==> config.mk <==
export PLATFORM = sky130hd
export DESIGN_NAME = game_mode_fsm
export DESIGN_NICKNAME = d
export VERILOG_FILES = /design/src/rtl/game_mode_fsm.sv
export SDC_FILE = /design/constraint.sdc
export NUM_CORES = 1
export LEC_CHECK = 0
export CAP_MARGIN = 5
export CELL_PAD_IN_SITES_DETAIL_PLACEMENT = 0
export CELL_PAD_IN_SITES_GLOBAL_PLACEMENT = 2
export CORE_AREA = 2 2 102 104
export DETAILED_ROUTE_END_ITERATION = 8
export DIE_AREA = 0 0 104 106
export PLACE_DENSITY = 0.76
export SYNTH_ARGS = -nofsm -noshare
export SYNTH_HDL_FRONTEND = slang
export SYNTH_SLANG_ARGS = --single-unit
==> constraint.sdc <==
create_clock -name clk_25MHz -period 7.7 [get_ports clk_25MHz]
set_input_delay 1.54 -clock clk_25MHz [delete_from_list [all_inputs] [get_ports clk_25MHz]]
set_output_delay 1.54 -clock clk_25MHz [all_outputs]
set_load 0.005 [all_outputs]
==> src/rtl/game_mode_fsm.sv <==
// game_mode_fsm: game-level controller for the snake game.
// Owns the IDLE/PLAY/OVER/WIN state, the 0..MAX_SCORE score and the snake
// step pulse, whose period shortens as the score rises.
// Optional feature macro: GAME_PAUSE_EN (centre key toggles pause in PLAY).
//
// Handshake/timing contract: every input is a level sampled on the rising
// clock edge; middle and eat act on their rising edge only, hit acts as a
// level. All outputs are registered and change on the edge after the
// qualifying input. The mode output is the FSM state itself and doubles as
// the state debug view.
module game_mode_fsm #(
  parameter int unsigned STEP_BASE = 6_250_000,
  parameter int unsigned STEP_DEC  = 250_000,
  parameter int unsigned STEP_MIN  = 2_500_000,
  parameter int unsigned MAX_SCORE = 15
) (
  input  logic       clk_25MHz,
  input  logic       rst,
  input  logic       middle,
  input  logic       eat,
  input  logic       hit_wall,
  input  logic       hit_self,
  output logic [1:0] mode,
  output logic [3:0] score,
  output logic       step,
  output logic       paused
);

  typedef enum logic [1:0] {
    S_IDLE = 2'b00,
    S_PLAY = 2'b01,
    S_OVER = 2'b10,
    S_WIN  = 2'b11
  } state_t;

  localparam logic [23:0] BASE24 = 24'(STEP_BASE);
  localparam logic [23:0] DEC24  = 24'(STEP_DEC);
  localparam logic [23:0] MIN24  = 24'(STEP_MIN);
  localparam logic [23:0] SPAN24 = BASE24 - MIN24;
  localparam logic [3:0]  MAX4   = 4'(MAX_SCORE);

  state_t      state_q;
  logic [3:0]  score_q;
  logic        step_q;
  logic        paused_q;
  logic [23:0] cnt_q;
  logic        middle_q;
  logic        eat_q;

  logic        mid_rise;
  logic        eat_rise;
  logic        hit;
  logic        pause_req;
  logic [23:0] dec;
  logic [23:0] period;
  logic [23:0] last_cnt;
  logic [3:0]  score_inc;

  assign mid_rise  = middle & ~middle_q;
  assign eat_rise  = eat & ~eat_q;
  assign hit       = hit_wall | hit_self;
  assign score_inc = score_q + 4'd1;

`ifdef GAME_PAUSE_EN
  assign pause_req = mid_rise;
`else
  assign pause_req = 1'b0;
`endif

  // Step period from the current score, clamped at STEP_MIN without underflow.
  always_comb begin
    dec      = 24'(score_q) * DEC24;
    period   = BASE24;
    if (dec >= SPAN24) begin
      period = MIN24;
    end else begin
      period = BASE24 - dec;
    end
    last_cnt = period - 24'd1;
  end

  // Edge-detect history loads the live inputs every cycle, reset included,
  // so a key held through reset or a state change never reads as a press.
  always_ff @(posedge clk_25MHz) begin
    middle_q <= middle;
    eat_q    <= eat;
  end

  // Game FSM with registered mode, score, step pulse, pause flag and step counter.
  always_ff @(posedge clk_25MHz) begin
    if (rst) begin
      state_q  <= S_IDLE;
      score_q  <= 4'd0;
      step_q   <= 1'b0;
      paused_q <= 1'b0;
      cnt_q    <= 24'd0;
    end else begin
      step_q <= 1'b0;
      case (state_q)
        S_IDLE: begin
          cnt_q    <= 24'd0;
          paused_q <= 1'b0;
          if (mid_rise) begin
            state_q <= S_PLAY;
            score_q <= 4'd0;
          end
        end
        S_PLAY: begin
          if (paused_q) begin
            // Frozen: counter, score and hits all hold; only unpause acts.
            if (pause_req) begin
              paused_q <= 1'b0;
            end
          end else if (hit) begin
            // Hit wins over a coincident eat; score is left untouched.
            state_q <= S_OVER;
            cnt_q   <= 24'd0;
          end else if (pause_req) begin
            // Counter freezes at its current value on the pause edge.
            paused_q <= 1'b1;
          end else if (eat_rise && (score_inc == MAX4)) begin
            score_q <= score_inc;
            state_q <= S_WIN;
            cnt_q   <= 24'd0;
          end else begin
            if (eat_rise && (score_q < MAX4)) begin
              score_q <= score_inc;
            end
            // Compare against the period of the score held this cycle; a new
            // score is seen from the next cycle onward with the same count.
            if (cnt_q >= last_cnt) begin
              step_q <= 1'b1;
              cnt_q  <= 24'd0;
            end else begin
              cnt_q <= cnt_q + 24'd1;
            end
          end
        end
        S_OVER, S_WIN: begin
          cnt_q    <= 24'd0;
          paused_q <= 1'b0;
          if (mid_rise) begin
            state_q <= S_IDLE;
          end
        end
        default: begin
          state_q <= S_IDLE;
        end
      endcase
    end
  end

  assign mode   = state_q;
  assign score  = score_q;
  assign step   = step_q;
  assign paused = paused_q;

endmodule

# Word level (Yosys, flattened, before mapping)
# Index checks and enable logic that the tools add are counted.
dict set report word_totals {
  regBits 34
  word_cells 61
}
dict set report op_classes {
  n_addsub 4
  multipliers 1
  magnitude_cmp 3
  eq_ne 10
  n_mux 21
  bitwise_logic 6
  n_reduce_logical 9
}
# op n
set op_table {}
lappend op_table {{24-bit 2-to-1 mux} 5}
lappend op_table {{24-bit one-hot mux with 2 select lines} 1}
lappend op_table {{24-bit by 1-bit adder with 24-bit output, second input constant} 1}
lappend op_table {{24-bit >= comparator} 1}
lappend op_table {{23-bit by 22-bit subtractor with 24-bit output, first input constant} 1}
lappend op_table {{24-bit by 1-bit subtractor with 24-bit output, second input constant} 1}
lappend op_table {{22-bit >= comparator, second input constant} 1}
lappend op_table {{4-bit 2-to-1 mux} 5}
lappend op_table {{4-bit by 14-bit multiplier with 18-bit output, second input constant} 1}
lappend op_table {{2-bit 2-to-1 mux} 5}
lappend op_table {{2-bit inequality test, second input constant} 4}
lappend op_table {{4-bit one-hot mux with 2 select lines} 1}
lappend op_table {{3-bit inequality test, second input constant} 2}
lappend op_table {{2-bit one-hot mux with 3 select lines} 1}
lappend op_table {{5-bit AND reduction} 1}
lappend op_table {{5-bit OR reduction} 1}
lappend op_table {{4-bit by 1-bit adder with 4-bit output, second input constant} 1}
lappend op_table {{2-bit equality test, second input constant} 2}
lappend op_table {{4-bit equality test, second input constant} 1}
lappend op_table {{4-bit < comparator, second input constant} 1}
lappend op_table {{4-bit AND reduction} 1}
lappend op_table {{1-bit inverter} 3}
lappend op_table {{3-bit OR reduction} 1}
lappend op_table {{1-bit AND} 2}
lappend op_table {{8 further kinds} 10}

# Depth between registers and ports, before layout
# Gate-level depths: netlist of run 1.
dict set report depth {
  ltp_word 10
  mapped_depth 30
  ltp_nobuf 26
}

# Worst setup path after synthesis of run 1
# OpenSTA, ideal clock, no wires.
dict set report synth_path {
  path_type {reg-to-reg}
  startpoint {register score_q[1], in the netlist score[1]}
  endpoint {register cnt_q[10]}
  t_arrival_ns 6.474
  required_ns 7.568
  path_slack_ns 1.094
  stages_incl_launch_ff 26
  period_less_slack_ns 6.606
  path_cell_list {dfxtp_1 buf_2 inv_1 ha_1 fa_1 ha_1 a21o_1 a311o_1 a21boi_0 xor2_1 nor4_2 clkbuf_1 or2_1 ha_1 nor3b_1 o21ai_1 a2111oi_4 xnor2_1 nand2b_1 ha_1 nand3_1 or4_1 o211ai_1 a21o_1 clkbuf_1 nor3_1}
}
dict set report synth_between {
  elab_chain_len 10
  word_cells_on_any_way 14
  cone_classes {3 x add/sub; 1 x mul; 2 x order compare; 1 x eq/ne; 6 x mux; 1 x reduce/logical}
}
# item line_no
set synth_rtl {}
lappend synth_rtl {{start, declared} 43} ;# logic [3:0] score_q;
lappend synth_rtl {{start signal, assigned} 122} ;# score_q <= score_inc;
lappend synth_rtl {{start signal, assigned} 127} ;# score_q <= score_inc;
lappend synth_rtl {{4-bit by 14-bit multiplier with 18-bit output} 72} ;# dec = 24'(score_q) * DEC24;
lappend synth_rtl {{23-bit by 22-bit subtractor with 24-bit output / 22-bit >= comparator (equally long branches)} {77, 74}}
lappend synth_rtl {{24-bit 2-to-1 mux} 74} ;# if (dec >= SPAN24) begin
lappend synth_rtl {{24-bit by 1-bit subtractor with 24-bit output} 79} ;# last_cnt = period - 24'd1;
lappend synth_rtl {{24-bit >= comparator} 131} ;# if (cnt_q >= last_cnt) begin
lappend synth_rtl {{24-bit 2-to-1 mux} 131}
lappend synth_rtl {{24-bit 2-to-1 mux *} 121} ;# end else if (eat_rise && (score_inc == MAX4)) begin
lappend synth_rtl {{24-bit 2-to-1 mux *} 114} ;# end else if (hit) begin
lappend synth_rtl {{24-bit 2-to-1 mux *} 109} ;# if (paused_q) begin
lappend synth_rtl {{24-bit one-hot mux with 2 select lines *} 99} ;# case (state_q)
lappend synth_rtl {{end signal, assigned} 135} ;# cnt_q <= cnt_q + 24'd1;
lappend synth_rtl {{end, declared} 46} ;# logic [23:0] cnt_q;
# Mark *: on every way between the ends. The rest lies on a longest branch, timed or not. The select of a mux whose other input is x is not followed.
# A chain may end at the register's enable or synchronous reset.

# Worst setup path after layout of run 1
dict set report layout_path {
  startpoint {register score_q[1], in the netlist score[1]}
  endpoint {register cnt_q[20]}
}
# The elaborated chain is that of the path after synthesis.

==> run_results.csv, run 1 <==
group,metric,value,unit
sta,timing.slew.headroom,0.454,
layout,layout-drive-gt1-share,0.0711,
setup_path,r2r.worst_path.cells,23,
setup_path,slowest_delay,0.67,ns
clock_tree,path_clk_slew,0.08,ns
global_routing,antenna_found_initial,0,
sta,max_freq,144,MHz
detailed_routing,ant_nets,0,
setup_path,crit_type,"flip-flop to flip-flop",
power,p_per_area,103,nW/µm²
die,die-area,11000,µm²
clock_tree,cts-root-buf,"clkbuf_8",
sta,grt_setup_unrepaired,"false",
setup_path,end_kind,"flip-flop",
clock_tree,clkLatencyLatePin,0.29,ns
yosys,yosysWarningCount,0,
global_routing,grt_pass1_wl,15400,µm
job,maxCapViolations,0,
yosys,ys_ff_latch,33,
yosys,syn_nets,514,
yosys,synth.avg_cell_area,8.04,µm²
clock_tree,cts_hold_buf,0,
die,num_rows,37,
sta,min_period,6.94,ns
yosys,synth-edff-count,0,
yosys,synth_area,3660,µm²
status,status,"finished clean",
yosys,yosysUniqueCellTypes,68,
place,detailed_place_hpwl,6870,µm
min_path,hold_start,"cnt_q[0]$_SDFF_PP0_",
sta,fin_crit_sh,0.901,
clock_tree,cts_buffer_depth,2,
die,die_w,104,µm
power,vdd_drop_max,128,µV
clock_tree,cts.sink_count,33,
min_path,min_path_type,"flip-flop to flip-flop",
min_path,hold_path_depth,1,
clock_tree,numCtsBuffers,5,
min_path,hold_end,"cnt_q[0]$_SDFF_PP0_",
place,io_buffers,12,
sta,skew,0.00323,ns
yosys,synth_ff_type,"dfxtp_1",
yosys,synth_seq_area_share,0.181,
sta,setup_viol_count_final,0,
yosys,synth_area_leaders,"dfxtp_1 (18%), ha_1 (16%), xnor2_1 (7.7%)",
detailed_routing,drtIter0Drc,152,
die,coreArea,10000,µm²
sta,tns,0,ns
yosys,synthCells,455,
global_routing,grt-ovfl-total,0,
die,fp.dieH,106,µm
yosys,synthArstFlopShare,0,
layout,fin_nets,522,
yosys,synth_top_area_share,0.181,
detailed_routing,vias,3190,
setup_path,crit_fanout,17,
global_routing,grt_util_all_layers,0.170,
setup_path,crit_slowest_cell,"nor3_1",
sta,hold_violations,0,
die,io-pin-count,14,
sta,hold_slack,0.460,ns
clock_tree,cts_tree,"built",
setup_path,rrSetupSlack,0.76,ns
setup_path,path_cells,"buf_4, fa_1, fa_1, ha_1, nor2b_1, o21a_1, o211a_1, nor3_1, nor4_2, nor2_1, ha_1, nor3b_1, o21ai_1, a2111oi_4, xnor2_1, nand2b_1, ha_1, nand3_1, or4_1, o211ai_1, a21o_1, buf_4, nor3_1",
power,leakagePower,1.85,nW
global_routing,grt_max_degree,26,
place,gp_congestion,0.813,
setup_path,timing.rr.end,"cnt_q[20]$_SDFF_PP0_",
layout,diodes,0,
setup_path,worst_ep_required_time,7.85,ns
setup_path,reg2reg_from,"score[1]$_SDFFE_PP0P_",
global_routing,grt_pass1_vias,3148,
setup_path,path_common_cell,"ha_1",
detailed_routing,wl_per_cell,15.1,µm
place,dpl-instance-area,3930,µm²
yosys,synth_top_area_cell,"dfxtp_1",
detailed_routing,drt_wl_total,9030,µm
detailed_routing,drt-pass1-iter-count,4,
clock_tree,htree_levels,2,
sta,tightest_slew,0.813,ns
layout,area_delta_synth_final,9.78,%
layout,final_area,4020,µm²
setup_path,worstSetupStartpointType,"flip-flop",
setup_path,worst_ep_arrival_time,7.08,ns
die,start_util,0.366,
layout,postLayoutCoreUtil,0.402,
detailed_routing,viasPerCell,5.32,
sta,finalMaxSlewViolations,0,
detailed_routing,drcViolationCount,0,
==> cell type report <==
cell class                      count  area (µm²)
Fill cell                        1044        5980
Inverter                           16        60.1
Tap cell                          136         170
Clock buffer                        6        72.6
Clock inverter                      2        10.0
Timing Repair Buffer               21         188
Sequential cell                    33         661
Multi-Input combinational cell    386        2860
==> metrics by stage <==
step           total power [W]  std cells  worst slack, ns
6_report              0.000412        600            0.765
5_1_grt               0.000436        600           0.0388
4_1_cts               0.000418        600            0.450
3_5_place_dp          0.000285        592            0.468
3_3_place_gp          0.000284        592            0.642
2_1_floorplan         0.000251        455             1.09
==> report_power, final <==
part	total, W	internal (W)	switching (W)
sequential	0.000183	0.000176	0.00000652
clock	0.000133	0.0000628	0.0000700
combinational	0.0000966	0.0000394	0.0000572
total	0.000412	0.000279	0.000134
==> cell usage in the layout, fill, tap and decap left out, types with 3 or more instances in the layout <==
cell and count:
a211oi_1 4, a21boi_0 4, a21o_1 11, a21oi_1 16
a31oi_1 4, and2_1 4, and3_1 13, buf_4 9
clkbuf_8 5, clkdlybuf4s50_1 12, dfxtp_1 33, fa_1 5
ha_1 48, inv_1 16, nand2_1 48, nand2b_1 8
nand3_1 13, nand4_1 9, nor2_1 30, nor2b_1 9
nor3_1 35, nor3b_1 4, o211ai_1 5, o21a_1 3
o21ai_0 10, xnor2_1 32, xor2_1 18
==> synthesized netlist by cell type, types with 3 or more instances <==
cell / n
and3_1: 13
xnor2_1: 32
ha_1: 48
fa_1: 5
nor2_1: 30
a21oi_1: 17
o21a_1: 3
nand2b_1: 8
nor3_1: 35
buf_2: 5
a211oi_1: 4
o211ai_1: 5
a21boi_0: 4
a31oi_1: 4
inv_1: 16
nor3b_1: 4
and2_1: 4
nand3_1: 13
dfxtp_1: 33
clkbuf_1: 12
nand2_1: 48
o21ai_0: 10
nand4_1: 9
a21o_1: 11
nor2b_1: 9
xor2_1: 18
==> worst max path at each step <==
stage,from,to,slack (ns),cells after the start
5_1_grt,score[2]$_SDFFE_PP0P_,cnt_q[15]$_SDFF_PP0_,0.04,24
6_report,score[1]$_SDFFE_PP0P_,cnt_q[20]$_SDFF_PP0_,0.76,23
3_3_place_gp,score[1]$_SDFFE_PP0P_,step$_SDFF_PP0_,0.64,22
3_5_place_dp,score[1]$_SDFFE_PP0P_,step$_SDFF_PP0_,0.47,22
4_1_cts,score[1]$_SDFFE_PP0P_,step$_SDFF_PP0_,0.45,22
2_1_floorplan,score[1]$_SDFFE_PP0P_,cnt_q[10]$_SDFF_PP0_,1.09,25
==> flip-flops by register name, summed over array words and instances (netlist names) <==
name / cells
score: 4
middle_q: 1
cnt_q: 24
step: 1
eat_q: 1
mode: 2
==> logic make-up after synthesis <==
logic type | after synthesis | synth area share
fa+ha+maj | 53 | 0.191
flops | 33 | 0.181
simple gates | 193 | 0.278
compound gates | 84 | 0.170
xor+xnor | 52 | 0.129
buf+inv | 36 | 0.0438
mux | 2 | 0.00547
other cells | 2 | 0.00205
==> critical path, delay by kind of cell (launching register included) <==
kind	cells	cell delay [ns]
buf+inv	2	0.50
xor+xnor	1	0.17
flops	1	0.31
simple gates	9	2.21
compound gates	6	1.66
fa+ha+maj	5	1.93
==> what timing repair did <==
item                       CTS  global route
resized for setup            0             1
setup endpoints to repair    0            25
buffers inserted             0             0
==> metal layers <==
layer | track usage | part of all wire | routed length (µm) | vias up
met5 | 0 | 0 | 0 | -
met1 | 0.222 | 0.48 | 4360 | 1488
li1 | - | - | - | 1651
met3 | 0.0276 | 0.032 | 288 | 8
met4 | 0.0405 | 0.016 | 148 | 0
met2 | 0.292 | 0.47 | 4240 | 43
Power figures use the tool's default switching activity.
==> inputs of run 2 (changes only) <==
--- a/config.mk
+++ b/config.mk
@@ -8,10 +8,10 @@
 export CAP_MARGIN = 5
 export CELL_PAD_IN_SITES_DETAIL_PLACEMENT = 0
 export CELL_PAD_IN_SITES_GLOBAL_PLACEMENT = 2
-export CORE_AREA = 2 2 102 104
+export CORE_AREA = 2 2 107 109
 export DETAILED_ROUTE_END_ITERATION = 8
-export DIE_AREA = 0 0 104 106
-export PLACE_DENSITY = 0.76
+export DIE_AREA = 0 0 109 111
+export PLACE_DENSITY = 0.73
 export SYNTH_ARGS = -nofsm -noshare
 export SYNTH_HDL_FRONTEND = slang
 export SYNTH_SLANG_ARGS = --single-unit
==> constraint.sdc (replaced) <==
create_clock -name clk_25MHz -period 6.2 [get_ports clk_25MHz]
set_input_delay 1.24 -clock clk_25MHz [delete_from_list [all_inputs] [get_ports clk_25MHz]]
set_output_delay 1.24 -clock clk_25MHz [all_outputs]
set_load 0.005 [all_outputs]
==> run 2 against run 1 <==
Sequential power up 25%. Critical path depth grew 1. Worst hold slack worse by 0.0013 ns. Sequential share of layout area is 1.3 points lower. Power up 48%. Critical path type unchanged. Largest cell class unchanged. Largest power group is now the clock network.
==> run_results.csv, run 2 (synthesis gave the netlist of run 1 again) <==
group,metric,value,unit
power,internal_power,0.000439,W
detailed_routing,wl_per_cell,15.3,µm
place,place_ws,-0.153,ns
die,die_w,109,µm
layout,mostFrequentLayoutCells,"nand2_1 (48), ha_1 (46), nor3_1 (33)",
global_routing,grt_pass1_vias,3212,
global_routing,antenna_found_initial,0,
layout,diodes,0,
setup_path,worst_ep_required_time,6.34,ns
clock_tree,htree_levels,2,
sta,min_period,5.86,ns
layout,ff_latch_area,663,µm²
die,fp.dieH,111,µm
sta,timing.slew.headroom,0.588,
status,status,"finished clean",
place,io_buffers,12,
detailed_routing,drtIter0Drc,132,
clock_tree,path_clk_slew,0.06,ns
clock_tree,cts_buffer_depth,2,
detailed_routing,drt_wl_total,9620,µm
place,dpl-instance-area,4060,µm²
place,gp_congestion,0.813,
power,pwr-share-clk,0.429,
sta,grt_setup_unrepaired,"false",
power,p_switching,0.000171,W
power,p_per_area,139,nW/µm²
detailed_routing,drt-pass1-iter-count,4,
die,num_rows,39,
die,start_util,0.330,
detailed_routing,drcViolationCount,0,
die,die-area,12100,µm²
sta,max_freq,171,MHz
layout,final_common_cell,"nand2_1",
layout,fin_nets,543,
sta,fin_crit_sh,0.945,
setup_path,worstSetupStartpointType,"flip-flop",
layout,layout-drive-gt1-share,0.144,
layout,area_delta_synth_final,20.0,%
min_path,min_path_type,"flip-flop to flip-flop",
layout,final_area,4390,µm²
place,detailed_place_hpwl,7090,µm
layout,largest_reg_flops,24,
global_routing,grt_util_all_layers,0.163,
power,p_sw_frac,0.280,
sta,hold_violations,0,
clock_tree,cts_tree,"built",
power,power,0.000610,W
sta,setup_viol_count_final,0,
layout,top_register,"cnt_q",
detailed_routing,viasPerCell,5.20,
setup_path,end_kind,"flip-flop",
clock_tree,numCtsBuffers,5,
power,vdd_drop_max,111,µV
setup_path,crit_type,"flip-flop to flip-flop",
global_routing,grt_pass1_wl,16000,µm
detailed_routing,ant_nets,0,
sta,fin_ws,0.344,ns
clock_tree,cts.sink_count,33,
power,combinationalPowerShare,0.197,
layout,final_cell_count_no_fill,628,
job,maxCapViolations,0,
power,leakagePower,2.02,nW
sta,skew,0.00639,ns
clock_tree,cts-root-buf,"clkbuf_16",
sta,finalMaxSlewViolations,0,
place,dp.cells,613,
clock_tree,cts_hold_buf,0,
setup_path,worst_ep_arrival_time,6.00,ns
sta,tightest_slew,0.612,ns
die,io-pin-count,14,
global_routing,grt-ovfl-total,0,
layout,n_fill_cell,1133,
layout,multi_input_area,2950,µm²
clock_tree,clkLatencyLatePin,0.28,ns
power,power.share.sequential,0.374,
global_routing,grt_max_degree,26,
setup_path,crit_fanout,12,
detailed_routing,vias,3265,
die,coreArea,11100,µm²
[run 2: metal layers]
layer / up-vias / wire length (µm) / global-route usage
met5: - / 0 / 0
met4: 0 / 77 / 0.0274
met3: 4 / 191 / 0.0265
met2: 33 / 4650 / 0.266
met1: 1540 / 4710 / 0.227
li1: 1688 / - / -
[run 2: final cells by class]
cell class	count	share of cell area
clock buffers	7	0.0347
clock inverters	1	0.00114
inverters	16	0.0137
multi-input cells	387	0.672
flip-flops and latches	33	0.151
well taps	143	0.0407
repair buffers	41	0.0866
[run 2: critical path, stage by stage (launching register included)]
cell and delay (ns):
dfxtp_2 0.35, fa_1 0.53, fa_1 0.54, ha_2 0.31
nor2b_1 0.14, o21a_2 0.24, o211a_1 0.24, nor3_4 0.24
nor4_4 0.08, buf_4 0.14, nor2_1 0.09, ha_1 0.19
nor3b_4 0.22, o21ai_2 0.12, a2111oi_4 0.34, buf_4 0.18
xnor2_1 0.11, nand2b_1 0.08, ha_1 0.31, nand3_1 0.09
or4_1 0.53, o211ai_1 0.14, a21o_1 0.26, clkbuf_16 0.20
nor3_1 0.06
[run 2: final timing paths]
path | start | end | slack, ns | depth (start not counted)
worst min-delay path | cnt_q[0]$_SDFF_PP0_ | cnt_q[0]$_SDFF_PP0_ | 0.46 | 1
worst min register to register | cnt_q[0]$_SDFF_PP0_ | cnt_q[0]$_SDFF_PP0_ | 0.46 | 1
worst max register to register | score[1]$_SDFFE_PP0P_ | cnt_q[2]$_SDFF_PP0_ | 0.34 | 24
worst max-delay path | score[1]$_SDFFE_PP0P_ | cnt_q[2]$_SDFF_PP0_ | 0.34 | 24
[run 2: timing repair]
item	4_1_cts	5_1_grt
pin swaps	0	7
gates resized for setup	1	21
gates cloned	0	2
buffers inserted	0	5
setup endpoints to repair	25	25
[run 2: metrics by stage]
| step | util | hold WS (ns) | setup TNS, ns |
|---|---|---|---|
| 4_1_cts | 0.382 | 0.464 | 0 |
| 2_1_floorplan | - | 0.423 | 0 |
| 5_1_grt | 0.397 | 0.495 | 0 |
| 3_3_place_gp | 0.367 | 0.437 | -0.620 |
| 6_report | 0.397 | 0.458 | 0 |
| 3_5_place_dp | 0.367 | 0.451 | -2.98 |
[run 2: power groups by stage]
stage	Sequential (W)	Combinational [W]	Clock (W)
2_1_floorplan	0.000232	0.0000806	0
3_3_place_gp	0.000233	0.000121	0
3_5_place_dp	0.000233	0.000120	0
4_1_cts	0.000228	0.000121	0.000268
5_1_grt	0.000230	0.000135	0.000279
6_report	0.000228	0.000120	0.000262
==> inputs of run 3 (changes only) <==
==> config.mk (replaced) <==
export PLATFORM = sky130hd
export DESIGN_NAME = game_mode_fsm
export DESIGN_NICKNAME = d
export VERILOG_FILES = /design/src/rtl/game_mode_fsm.sv
export SDC_FILE = /design/constraint.sdc
export NUM_CORES = 1
export LEC_CHECK = 0
export ABC_AREA = 1
export CAP_MARGIN = 5
export CELL_PAD_IN_SITES_DETAIL_PLACEMENT = 0
export CELL_PAD_IN_SITES_GLOBAL_PLACEMENT = 2
export CORE_AREA = 2 2 111 113
export DETAILED_ROUTE_END_ITERATION = 8
export DIE_AREA = 0 0 113 115
export PLACE_DENSITY = 0.74
export SYNTH_ARGS = -nofsm -noshare
export SYNTH_HDL_FRONTEND = slang
export SYNTH_SLANG_ARGS = --single-unit
==> run 3 against run 2 <==
Cell area fell by 4.6%. Register-to-register slack improved by 0.26 ns. Synthesized cell count rose by 22%. Non-clock buffer count fell by 26. Worst hold slack got worse by 0.012 ns. Critical path depth rose by 4. Maximum frequency rose by 4.7%. Wire length fell by 3.5%. Worst setup slack improved by 0.26 ns. Power rose to 3.2 times the previous value. Clock power rose by 12%. Critical path type unchanged. Largest power group is now combinational cells. Highest routed layer unchanged.
==> run_results.csv, run 3 <==
group,metric,value,unit
yosys,ys_ff_latch,33,
setup_path,crit_type,"flip-flop to flip-flop",
detailed_routing,viasPerCell,4.71,
yosys,synth_top_area_share,0.177,
layout,top_register,"cnt_q",
die,start_util,0.316,
layout,final_common_cell,"nand2_1",
global_routing,busiest_layer,"met2",
detailed_routing,ant_nets,0,
clock_tree,numCtsBuffers,5,
yosys,synth_top_area_cell,"dfxtp_1",
global_routing,grt_pass1_vias,3293,
sta,tns,0,ns
layout,postLayoutCoreUtil,0.355,
clock_tree,path_clk_slew,0.06,ns
detailed_routing,drt-pass1-iter-count,4,
job,maxCapViolations,0,
layout,n_fill_cell,1336,
die,io-pin-count,14,
min_path,min_path_type,"flip-flop to flip-flop",
sta,min_period,5.59,ns
sta,timing.slew.headroom,0.632,
global_routing,antenna_found_initial,0,
global_routing,grt_pass1_wl,15900,µm
die,coreArea,11800,µm²
detailed_routing,drt_wl_total,9290,µm
status,status,"finished clean",
clock_tree,clkLatencyLatePin,0.29,ns
yosys,yosysMostFrequentCell,"nand2_1",
die,die_w,113,µm
detailed_routing,wl_per_cell,13.0,µm
sta,hold_slack,0.446,ns
setup_path,worstSetupStartpointType,"flip-flop",
global_routing,grt_max_degree,25,
setup_path,worst_ep_arrival_time,5.75,ns
layout,fin_nets,627,
yosys,synth_seq_area_share,0.177,
detailed_routing,vias,3370,
setup_path,crit_slowest_cell,"fa_1",
yosys,synth-edff-count,0,
yosys,synth.avg_cell_area,6.75,µm²
global_routing,grt-ovfl-total,0,
yosys,synth_area_leaders,"dfxtp_1 (18%), ha_1 (16%), nand2_1 (11%)",
sta,max_freq,179,MHz
detailed_routing,drtIter0Drc,157,
layout,layout-drive-gt1-share,0.0949,
layout,diodes,0,
yosys,yosysWarningCount,0,
die,num_rows,40,
sta,setup_viol_count_final,0,
sta,finalMaxSlewViolations,0,
yosys,synthCells,553,
global_routing,grt_util_met2,0.266,
clock_tree,cts.sink_count,33,
yosys,synthArstFlopShare,0,
yosys,syn_nets,612,
global_routing,use_met1,0.197,
sta,grt_setup_unrepaired,"false",
global_routing,gr-usage-met3,0.0242,
place,io_buffers,12,
place,detailed_place_hpwl,7570,µm
sta,fin_crit_sh,0.902,
clock_tree,htree_levels,2,
clock_tree,cts_setup_buffers,0,
layout,mostFrequentLayoutCells,"nand2_1 (111), inv_1 (83), nor2_1 (67)",
place,gp_congestion,0.814,
power,vdd_drop_max,166,µV
setup_path,worst_ep_required_time,6.36,ns
setup_path,path_common_cell,"nand2_1",
detailed_routing,drcViolationCount,0,
yosys,synth_ff_type,"dfxtp_1",
yosys,yosysUniqueCellTypes,39,
sta,hold_violations,0,
yosys,synth_area,3730,µm²
sta,skew,0.0101,ns
clock_tree,cts_buffer_depth,2,
setup_path,crit_fanout,24,
die,die-area,13000,µm²
die,fp.dieH,115,µm
global_routing,grt_util_all_layers,0.152,
yosys,synthTopCellsByCount,"nand2_1 (111), inv_1 (83), nor2_1 (67), ha_1 (48), dfxtp_1 (33)",
clock_tree,cts-root-buf,"clkbuf_16",
setup_path,slowest_delay,0.54,ns
layout,area_delta_synth_final,12.3,%
sta,tightest_slew,0.551,ns
power,leakagePower,1.90,nW
setup_path,end_kind,"flip-flop",
clock_tree,cts_hold_buf,0,
layout,largest_reg_flops,24,
clock_tree,cts_tree,"built",
power,p_per_area,473,nW/µm²
-- run 3: kinds of logic after synthesis --
| logic type | after synthesis | synth area share |
|---|---|---|
| xor+xnor | 39 | 0.0956 |
| compound gates | 51 | 0.0798 |
| simple gates | 282 | 0.360 |
| buf+inv | 93 | 0.0976 |
| flops | 33 | 0.177 |
| fa+ha+maj | 53 | 0.188 |
| other cells | 2 | 0.00201 |
-- run 3: metrics by stage --
step                      area [µm²]  std cells  total power, W  setup slack [ns]
after CTS                       4190        716         0.00201             0.394
after global placement          4020        708         0.00171             0.563
after detailed placement        4020        708         0.00170             0.424
final                           4190        716         0.00198             0.608
after global routing            4190        716         0.00222            0.0259
after floorplan                 3730        553         0.00135             0.823
-- run 3: report_power, final --
part           internal [W]  switching, W  leakage, nW
combinational      0.000502      0.000929         1.55
clock              0.000190      0.000104       0.0800
sequential         0.000229     0.0000289        0.268
total              0.000920       0.00106         1.90
-- run 3: routing by layer --
metal / part of all wire / wire length [µm]
met1: 0.49 / 4580
met5: 0 / 0
met4: 0.0098 / 91
met3: 0.023 / 213
met2: 0.47 / 4400
-- run 3: layout make-up --
type                            count  area (µm²)  area share
Clock inverter                      3        46.3      0.0110
Clock buffer                        5         125      0.0299
Inverter                           86         323      0.0770
Timing Repair Buffer               15         143      0.0340
Multi-Input combinational cell    427        2710       0.646
Tap cell                          147         184      0.0439
Sequential cell                    33         662       0.158
-- run 3: path summary, 6_finish.rpt --
kind         slack (ns)  cells past startpoint                   from                    to
max                0.61                     28  score[1]$_SDFFE_PP0P_  cnt_q[19]$_SDFF_PP0_
min                0.45                      1    cnt_q[0]$_SDFF_PP0_   cnt_q[0]$_SDFF_PP0_
max reg2reg        0.61                     28  score[1]$_SDFFE_PP0P_  cnt_q[19]$_SDFF_PP0_
min reg2reg        0.45                      1    cnt_q[0]$_SDFF_PP0_   cnt_q[0]$_SDFF_PP0_
-- run 3: critical path: cells and delay by family (launching register included) --
kind | cells | cell delay [ns]
AND/OR/NAND/NOR | 15 | 2.06
adder cells (fa/ha/maj) | 5 | 1.85
AO/OA/AOI/OAI | 4 | 0.72
flip-flops | 1 | 0.46
buffers and inverters | 4 | 0.34
-- run 3: what timing repair did --
action | 4_1_cts | 5_1_grt
setup endpoints to repair | 0 | 24
resized for setup | 0 | 2
hold endpoints to repair | 0 | 0
